[config.mk]
export PLATFORM = sky130hd
export DESIGN_NAME = pdm2pcm_frontend
export DESIGN_NICKNAME = d
export VERILOG_FILES = /design/src/rtl/pdm2pcm_pkg.sv /design/src/rtl/pdm2pcm_clock_generator.sv /design/src/rtl/pdm2pcm_frontend.sv
export SDC_FILE = /design/constraint.sdc
export NUM_CORES = 1
export LEC_CHECK = 0
export ABC_AREA = 1
export BUFFER_PORTS_ARGS = -buffer_cell sky130_fd_sc_hd__buf_2
export CORE_AREA = 2 2 72 74
export DETAILED_ROUTE_END_ITERATION = 12
export DIE_AREA = 0 0 74 76
export HOLD_SLACK_MARGIN = 0.12
export SYNTH_ARGS = -nofsm -noshare
export SYNTH_HDL_FRONTEND = slang
export SYNTH_HIERARCHICAL = 1
export SYNTH_SLANG_ARGS = --single-unit
[constraint.sdc]
create_clock -name clk_i -period 2.6 [get_ports clk_i]
set_clock_uncertainty 0.1 [all_clocks]
set_input_delay 0.52 -clock clk_i [delete_from_list [all_inputs] [get_ports clk_i]]
set_output_delay 0.52 -clock clk_i [all_outputs]
set_load 0.03 [all_outputs]
[src/rtl/pdm2pcm_pkg.sv]
// Shared types and constants for the PDM microphone front end.
package pdm2pcm_pkg;

   localparam int PDM_DIV_W           = 8;
   localparam int PDM_MIN_HALF_PERIOD = 4;

   typedef enum logic [1:0] {IDLE, WAKEUP, RUN} pdm_frontend_state_t;

   typedef struct packed {
      logic right;
      logic left;
   } pdm_channel_mode_t;

   // Half-period below the minimum cannot leave room for the pre-edge strobes.
   function automatic logic [PDM_DIV_W-1:0] clamp_half(input logic [PDM_DIV_W-1:0] div);
      return (div < PDM_DIV_W'(PDM_MIN_HALF_PERIOD)) ? PDM_DIV_W'(PDM_MIN_HALF_PERIOD) : div;
   endfunction

endpackage

[src/rtl/pdm2pcm_clock_generator.sv]
// Divides clk_i down to the 50% duty microphone clock and flags the cycle
// before each rising and falling edge.
module pdm2pcm_clock_generator
   import pdm2pcm_pkg::*;
(
   input  logic                 clk_i,
   input  logic                 rst_n_i,
   input  logic                 en_i,
   input  logic [PDM_DIV_W-1:0] clock_divisor_i,
   output logic                 pdm_clk_o,
   output logic                 pre_rise_o,
   output logic                 pre_fall_o
);

   logic [PDM_DIV_W-1:0] r_cnt;
   logic [PDM_DIV_W-1:0] r_half;
   logic                 r_pdm_clk;
   logic                 w_wrap;

   assign w_wrap = en_i && (r_cnt == r_half - PDM_DIV_W'(1));

   // NOTE: sequential state uses non-blocking assignments so every flop samples
   // the pre-edge value of its neighbours, independent of statement order.
   always_ff @(posedge clk_i or negedge rst_n_i) begin
      if (!rst_n_i) begin
         r_cnt     <= '0;
         r_half    <= PDM_DIV_W'(PDM_MIN_HALF_PERIOD);
         r_pdm_clk <= 1'b0;
      end else if (!en_i) begin
         r_cnt     <= '0;
         r_pdm_clk <= 1'b0;
         r_half    <= clamp_half(clock_divisor_i);
      end else if (w_wrap) begin
         // Divisor is only picked up here so a half-period never changes length midway.
         r_cnt     <= '0;
         r_pdm_clk <= ~r_pdm_clk;
         r_half    <= clamp_half(clock_divisor_i);
      end else begin
         r_cnt     <= r_cnt + PDM_DIV_W'(1);
      end
   end

   assign pdm_clk_o  = r_pdm_clk;
   assign pre_rise_o = w_wrap && !r_pdm_clk;
   assign pre_fall_o = w_wrap &&  r_pdm_clk;

endmodule

[src/rtl/pdm2pcm_frontend.sv]
// PDM microphone front end: clock generation, data synchronisation, wake-up
// suppression and per-channel sample strobes for the processing pipeline.
module pdm2pcm_frontend
   import pdm2pcm_pkg::*;
#(
   parameter int STARTUP_EDGES = 1024,
   parameter int SYNC_STAGES   = 2
) (
   input  logic                 clk_i,
   input  logic                 rst_n_i,
   input  logic                 clk_en_i,
   input  logic [PDM_DIV_W-1:0] clock_divisor_i,
   input  logic [1:0]           channel_mode_i,
   input  logic                 pdm_data_i,
   output logic                 pdm_clk_o,
   output logic                 pdm_o,
   output logic                 valid_o,
   output logic                 channel_o,
   output logic                 running_o
);

   localparam int STARTUP_W = $clog2(STARTUP_EDGES + 1);

   pdm_frontend_state_t  r_state;
   pdm_frontend_state_t  w_state_next;
   logic [SYNC_STAGES-1:0] r_sync;
   logic [STARTUP_W-1:0] r_startup_cnt;
   logic                 r_pdm;
   logic                 r_valid;
   logic                 r_channel;
   logic                 w_gen_en;
   logic                 w_pre_rise;
   logic                 w_pre_fall;
   logic                 w_startup_done;
   logic                 w_take_left;
   logic                 w_take_right;
   pdm_channel_mode_t    w_mode;

   assign w_mode   = pdm_channel_mode_t'(channel_mode_i);
   assign w_gen_en = clk_en_i && (r_state != IDLE);

   pdm2pcm_clock_generator u_clock_generator (
      .clk_i           (clk_i),
      .rst_n_i         (rst_n_i),
      .en_i            (w_gen_en),
      .clock_divisor_i (clock_divisor_i),
      .pdm_clk_o       (pdm_clk_o),
      .pre_rise_o      (w_pre_rise),
      .pre_fall_o      (w_pre_fall)
   );

   always_ff @(posedge clk_i or negedge rst_n_i) begin
      if (!rst_n_i) begin
         r_sync <= '0;
      end else begin
         r_sync <= {r_sync[SYNC_STAGES-2:0], pdm_data_i};
      end
   end

   assign w_startup_done = (r_startup_cnt == STARTUP_W'(STARTUP_EDGES - 1));

   // NOTE: next-state gets a default before any branch so no path leaves it
   // unassigned and no latch is inferred.
   always_comb begin
      w_state_next = r_state;
      if (!clk_en_i) begin
         w_state_next = IDLE;
      end else begin
         case (r_state)
            IDLE:    w_state_next = WAKEUP;
            WAKEUP:  if (w_pre_rise && w_startup_done) w_state_next = RUN;
            RUN:     w_state_next = RUN;
            default: w_state_next = IDLE;
         endcase
      end
   end

   always_ff @(posedge clk_i or negedge rst_n_i) begin
      if (!rst_n_i) begin
         r_state       <= IDLE;
         r_startup_cnt <= '0;
      end else begin
         r_state <= w_state_next;
         if (r_state != WAKEUP || !clk_en_i) begin
            r_startup_cnt <= '0;
         end else if (w_pre_rise) begin
            r_startup_cnt <= r_startup_cnt + STARTUP_W'(1);
         end
      end
   end

   // The edge that completes wake-up is still in WAKEUP, so it yields no left sample.
   assign w_take_left  = (r_state == RUN) && w_pre_rise && w_mode.left;
   assign w_take_right = (r_state == RUN) && w_pre_fall && w_mode.right;

   always_ff @(posedge clk_i or negedge rst_n_i) begin
      if (!rst_n_i) begin
         r_pdm     <= 1'b0;
         r_valid   <= 1'b0;
         r_channel <= 1'b0;
      end else begin
         r_valid <= w_take_left || w_take_right;
         if (w_take_left || w_take_right) begin
            r_pdm     <= r_sync[SYNC_STAGES-1];
            r_channel <= w_take_right;
         end
      end
   end

   assign pdm_o     = r_pdm;
   assign valid_o   = r_valid;
   assign channel_o = r_channel;
   assign running_o = (r_state == RUN);

endmodule

==> reports/qor.csv, run 1 <==
metric,value,unit
fillers,498,
initial antenna violation count,0,
maximum vdd drop,402,uV
port bufs,18,
most frequent cell after synthesis,nand2_1,
Leak Pwr,1.24,nW
Cell Pwr Density,675,nW/um2
router iterations before antenna repair,4,
detailed placer's ending HPWL,3210,um
max-slew violations,0,
Synth top cells by count,"nand2_1, inv_1, dfrtp_1",
total global routing overflow,0,
Synth cell types,30,
Mean Syn Cell Area,7.36,um2
Routed WL per cell,11.2,um
Root Buffer Master,clkbuf_8,
n_diodes,0,
clock-pin slew on the worst setup and hold paths,70,ps
number of vias per cell,4.63,
Final TNS setup,0,ps
Slew headroom,47.4,%
clock insertion delay at the later pin of the skew report,290,ps
H-tree Lvls,2,
placed instance area,2280,um2
maxcap violations,0,
cell area after synthesis,2130,um2
post-synthesis cell count,289,
final RePlAce weighted congestion,0.849,
Die Area,5620,um2
TritonCTS Buffers,5,
Crit Path Class,reg2reg,
"Seq/Total Area, Yosys",41.2,%
CTS tree,done,
DRC,0,
CTS Hold Bufs,0,
Setup WS pre-CTS,79.4,ps
pin count of the biggest net entering global routing,36,
Max Clk Rate,421,MHz
worst-margin pin slew,789,ps
layout cells sized above 1,19.2,%
final wirelength,4340,um
Core ar.,4910,um2
"FF+latch count, synth",35,
Worst Path Arrival,2490,ps
fin cells,387,
Die H,76,um
CP endpoint kind,flip-flop,
IO Count,19,
CP max FO,6,
Hold WC Path Type,in2async,
CTS Sinks,35,
num rows,26,
fin crit share,91.3,%
Syn-to-layout area delta,13.2,%
Yosys top cell area share,40.0,%
vias in the first global route,1689,
final critical-path required period,2370,ps
first-pass GRT wire length,7600,um
status,finished clean,
Inst Count DP,374,
CP Launch Type,flip-flop,
final worst setup slack,227,ps
Die X,74,um
nets@finish,337,
post-layout instance area,2410,um2
cell taking the most area after synthesis,dfrtp_1,
GR Util All Layers,17.3,%
Initial DRC Count,63,
asr flop ratio synth,100,%
Post-synth top flop,dfrtp_1,
Synth area leaders,"dfrtp_1, nand2_1, nand3_1",
final hold violations,0,
Finish-stage setup viols,0,
syn nets,310,
CTS max path bufs,2,
Routed Antenna Nets,0,
Post-synth EDFFs,0,
Ys Warns,6,
CP required,2720,ps
Initial Util,43.3,%
Vias,1791,
Hold WS,217,ps
[timing repair]
action | in CTS | in global routing
buffers inserted | 0 | 4
resized for setup | 0 | 5
endpoints found under the setup margin | 0 | 11
[report_power, final]
group / total [mW] / switching [mW] / leakage (nW) / internal, mW
Sequential: 0.687 / 0.0760 / 0.464 / 0.611
Combinational: 0.555 / 0.355 / 0.735 / 0.200
Clock: 0.384 / 0.197 / 0.0412 / 0.187
Total: 1.63 / 0.628 / 1.24 / 0.998
[flip-flops by register name, summed over array words and instances, names as in the netlist]
name	flops
pdm_o	1
valid_o	1
r_state	2
u_clock_generator/r_cnt	8
channel_o	1
r_startup_cnt	11
u_clock_generator/r_half	8
r_sync	2
u_clock_generator/pdm_clk_o	1
[critical path, cell delays in order (launching register included)]
cell	delay [ps]
dfrtp_1	400
inv_2	70
ha_1	300
inv_1	40
nand2_1	60
nand2_1	50
nor2_2	100
nand2_1	60
nor2_1	90
nand2_1	90
nor2_4	130
nand4_1	210
inv_4	150
inv_2	70
nor2_4	150
nand3_2	80
nand2_1	60
inv_1	40
nor2_1	80
[cell usage in the layout, fill, tap and decap left out, types with 6 or more instances in the layout]
master	Yosys	routed
buf_2	0	18
a21oi_1	6	6
nor2_2	5	6
inv_1	42	41
dfrtp_1	34	34
nand3_1	33	33
nand2_1	83	81
nor2_1	32	31
ha_1	7	7
nand2_2	4	6
[stage by stage]
stage | power, mW | utilization (%)
2_1_floorplan | 1.12 | -
3_3_place_gp | 1.23 | 46.3
3_5_place_dp | 1.24 | 46.3
4_1_cts | 1.64 | 48.1
5_1_grt | 1.76 | 49.0
6_report | 1.63 | 49.0
[path summary, 6_finish.rpt]
check,start,to,slack (ps),depth (start not counted)
min,rst_n_i,r_startup_cnt[7]$_DFFE_PN0P_,220,1
max in group asynchronous,rst_n_i,u_clock_generator/r_cnt[1]$_DFF_PN0_,1690,1
max,u_clock_generator/r_half[0]$_DFFE_PN0P_,r_startup_cnt[9]$_DFFE_PN0P_,230,18
max reg2reg,u_clock_generator/r_half[0]$_DFFE_PN0P_,r_startup_cnt[9]$_DFFE_PN0P_,230,18
min in group clk_i,pdm_data_i,r_sync[0]$_DFF_PN0_,240,1
min reg2reg,r_sync[0]$_DFF_PN0_,r_sync[1]$_DFF_PN0_,260,0
[routing by layer]
layer	GRT usage, %	vias up	wire length [um]
met5	0	-	0
li1	-	948	-
met3	3.97	7	77
met1	21.6	824	1930
met2	28.9	12	2270
met4	6.00	0	61
[logic make-up after synthesis]
kind of cell    Yosys count  share of synthesized area (%)
flops                    35                           41.2
simple gates            175                           37.9
fa+ha+maj                 7                           4.12
buf+inv                  52                           10.5
compound gates           13                           3.47
xor+xnor                  7                           2.88
[cell type report]
cell class              instances  area [um2]  area share (%)
multi-input cells             202        1040            43.0
flip-flops and latches         35         877            36.4
inverters                      48         188            7.79
repair buffers                 23         128            5.30
well taps                      70        87.6            3.64
clock buffers                   6        72.6            3.01
clock inverters                 2        12.5           0.519
repair inverters                1        7.51           0.312
No activity file was read; power rests on OpenSTA's default activity.
==> run 2, diff against run 1 <==
--- a/config.mk
+++ b/config.mk
@@ -11,6 +11,7 @@
 export DETAILED_ROUTE_END_ITERATION = 12
 export DIE_AREA = 0 0 74 76
 export HOLD_SLACK_MARGIN = 0.12
+export REMOVE_ABC_BUFFERS = 1
 export SYNTH_ARGS = -nofsm -noshare
 export SYNTH_HDL_FRONTEND = slang
 export SYNTH_HIERARCHICAL = 1
==> run 2 against run 1 <==
Effect of this change:
- first-iteration DRC count grew 87%
- die area is the same
- sequential share of layout area shrank 0.60 points
- cell area grew 1.7%
- maximum frequency shrank 1.2%
- sequential cell count is the same
- total power grew 1.3%
- via count grew 0.45%
- critical path depth shrank 1
- non-clock buffer count grew 2
- critical path type unchanged
- clock power is essentially flat
- core utilization grew 0.82 points
==> reports/qor.csv, run 2 (synthesis results as in run 1) <==
metric,value,unit,change
port bufs,18,,unchanged
router iterations before antenna repair,4,,unchanged
pin count of the biggest net entering global routing,36,,unchanged
Die Area,5620,um2,unchanged
Routed Antenna Nets,0,,unchanged
CTS max path bufs,2,,unchanged
Biggest register,r_startup_cnt,,
worst-margin pin slew,788,ps,-0.797 ps
Die H,76,um,unchanged
final hold violations,0,,unchanged
status,finished clean,,
CP Launch Type,flip-flop,,
reg2reg path depth,17,,-1
R2R Path End,r_startup_cnt[8]$_DFFE_PN0P_,,
final RePlAce weighted congestion,0.817,,-3.8%
top flop regs,"r_startup_cnt: 11 flops, u_clock_generator/r_cnt: 8 flops, u_clock_generator/r_half: 8 flops",,
number of vias per cell,4.62,,about the same
CP required,2690,ps,-30 ps
H-tree Lvls,2,,unchanged
Initial Util,43.3,%,unchanged
Critical Path End,r_startup_cnt[8]$_DFFE_PN0P_,,
R2R Setup Slk,200,ps,-30 ps
CP max FO,5,,-1
vias in the first global route,1691,,+0.12%
Worst Path Arrival,2490,ps,about the same
layout cells sized above 1,21.0,%,+1.8 points
n_diodes,0,,unchanged
IO Count,19,,unchanged
initial antenna violation count,0,,unchanged
CTS tree,done,,
maximum vdd drop,375,uV,-6.6%
clock-pin slew on the worst setup and hold paths,70,ps,about the same
total power,1.65,mW,+1.3%
Max Clk Rate,416,MHz,-1.2%
num rows,26,,unchanged
maxcap violations,0,,unchanged
multi-input logic area,1060,um2,+2.4%
clock insertion delay at the later pin of the skew report,280,ps,about the same
first-pass GRT wire length,7510,um,-1.2%
CP endpoint kind,flip-flop,,
Crit Path Class,reg2reg,,
max incr delay on CP,380,ps,-20 ps
crit-path most repeated cell,nand2_1,,
fillers,506,,+1.6%
max-slew violations,0,,unchanged
Routed WL per cell,11.2,um,about the same
Initial DRC Count,118,,+87%
Final Util,49.8,%,+0.82 points
register area,877,um2,unchanged
DRC,0,,unchanged
CP startpoint,u_clock_generator/r_half[1]$_DFFE_PN0P_,,
Vias,1799,,+0.45%
final worst setup slack,199,ps,-28.3 ps
Core ar.,4910,um2,unchanged
Syn-to-layout area delta,15.1,%,
Hold WC Path Type,in2async,,
TritonCTS Buffers,5,,unchanged
final wirelength,4360,um,+0.55%
GR Util All Layers,17.1,%,-0.26 points
Setup WS pre-CTS,45.9,ps,-33.5 ps
Levels on crit path,17,,-1
Worst path slowest cell,dfrtp_1,,
Finish-stage setup viols,0,,unchanged
CP Cell Sequence,inv_1 -> ha_4 -> inv_1 -> nand2_1 -> nand2_1 -> nor2_2 -> nand2_1 -> nor2_1 -> nand2_1 -> nor2_4 -> nand4_1 -> buf_4 -> clkinvlp_4 -> buf_4 -> nand4_1 -> nand2_1 -> nor2_1,,
Cell Pwr Density,672,nW/um2,-0.38%
final critical-path required period,2400,ps,+28.3 ps
critical path buffer and inverter count,5,,unchanged
Slew headroom,47.5,%,+0.053 points
CTS Sinks,35,,unchanged
CTS Hold Bufs,0,,unchanged
"most common cell after layout, fill and taps aside",nand2_1,,
Largest register FFs,11,,unchanged
Die X,74,um,unchanged
Root Buffer Master,clkbuf_8,,
nets@finish,339,,+0.59%
total global routing overflow,0,,unchanged
detailed placer's ending HPWL,3210,um,about the same
Leak Pwr,1.25,nW,+1.0%
most frequent cells in the layout,"nand2_1, inv_1, dfrtp_1",,
fin crit share,92.3,%,+1.1 points
CP top delay family,simple AND/OR/NAND/NOR gates,,
worst r2r src,u_clock_generator/r_half[1]$_DFFE_PN0P_,,
-- run 2: layout make-up --
class                           instances  area share (%)
Timing Repair Buffer                   25            5.83
Tap cell                               70            3.58
Multi-Input combinational cell        202            43.3
Clock inverter                          2           0.511
Clock buffer                            6            2.96
Inverter                               48            7.66
Timing Repair inverter                  1           0.307
Sequential cell                        35            35.8
-- run 2: per-layer routing --
metal / track usage [%] / share of wire (%) / vias up
met4: 4.73 / 0.92 / 0
met3: 4.89 / 3.3 / 4
met1: 21.6 / 45 / 823
li1: - / - / 950
met5: 0 / 0 / -
met2: 28.1 / 51 / 22
-- run 2: how the worst min path moves through the flow --
stage                                   end  slack, ps  depth (start not counted)
2_1_floorplan         channel_o$_DFFE_PN0P_        120                          0
3_3_place_gp            r_sync[1]$_DFF_PN0_        230                          0
3_5_place_dp            r_sync[1]$_DFF_PN0_        250                          0
4_1_cts                 r_sync[0]$_DFF_PN0_        220                          1
5_1_grt                 r_sync[0]$_DFF_PN0_        220                          1
6_report       r_startup_cnt[1]$_DFFE_PN0P_        220                          1
-- run 2: through the flow --
stage | hold WS, ps | cell area, um2 | cells | TNS [ps]
6_report | 220 | 2450 | 389 | 0
5_1_grt | 216 | 2450 | 389 | -93.9
4_1_cts | 223 | 2360 | 382 | 0
3_5_place_dp | 246 | 2280 | 374 | 0
3_3_place_gp | 232 | 2280 | 374 | 0
2_1_floorplan | 124 | 2090 | 285 | 0
-- run 2: power breakdown --
group	switching, mW	internal [mW]
Sequential	0.0757	0.611
Combinational	0.366	0.208
Clock	0.199	0.187
Total	0.640	1.01
-- run 2: what timing repair did --
action	CTS	global route
gates resized for setup	0	10
endpoints found under the setup margin	0	14
buffers inserted	0	6
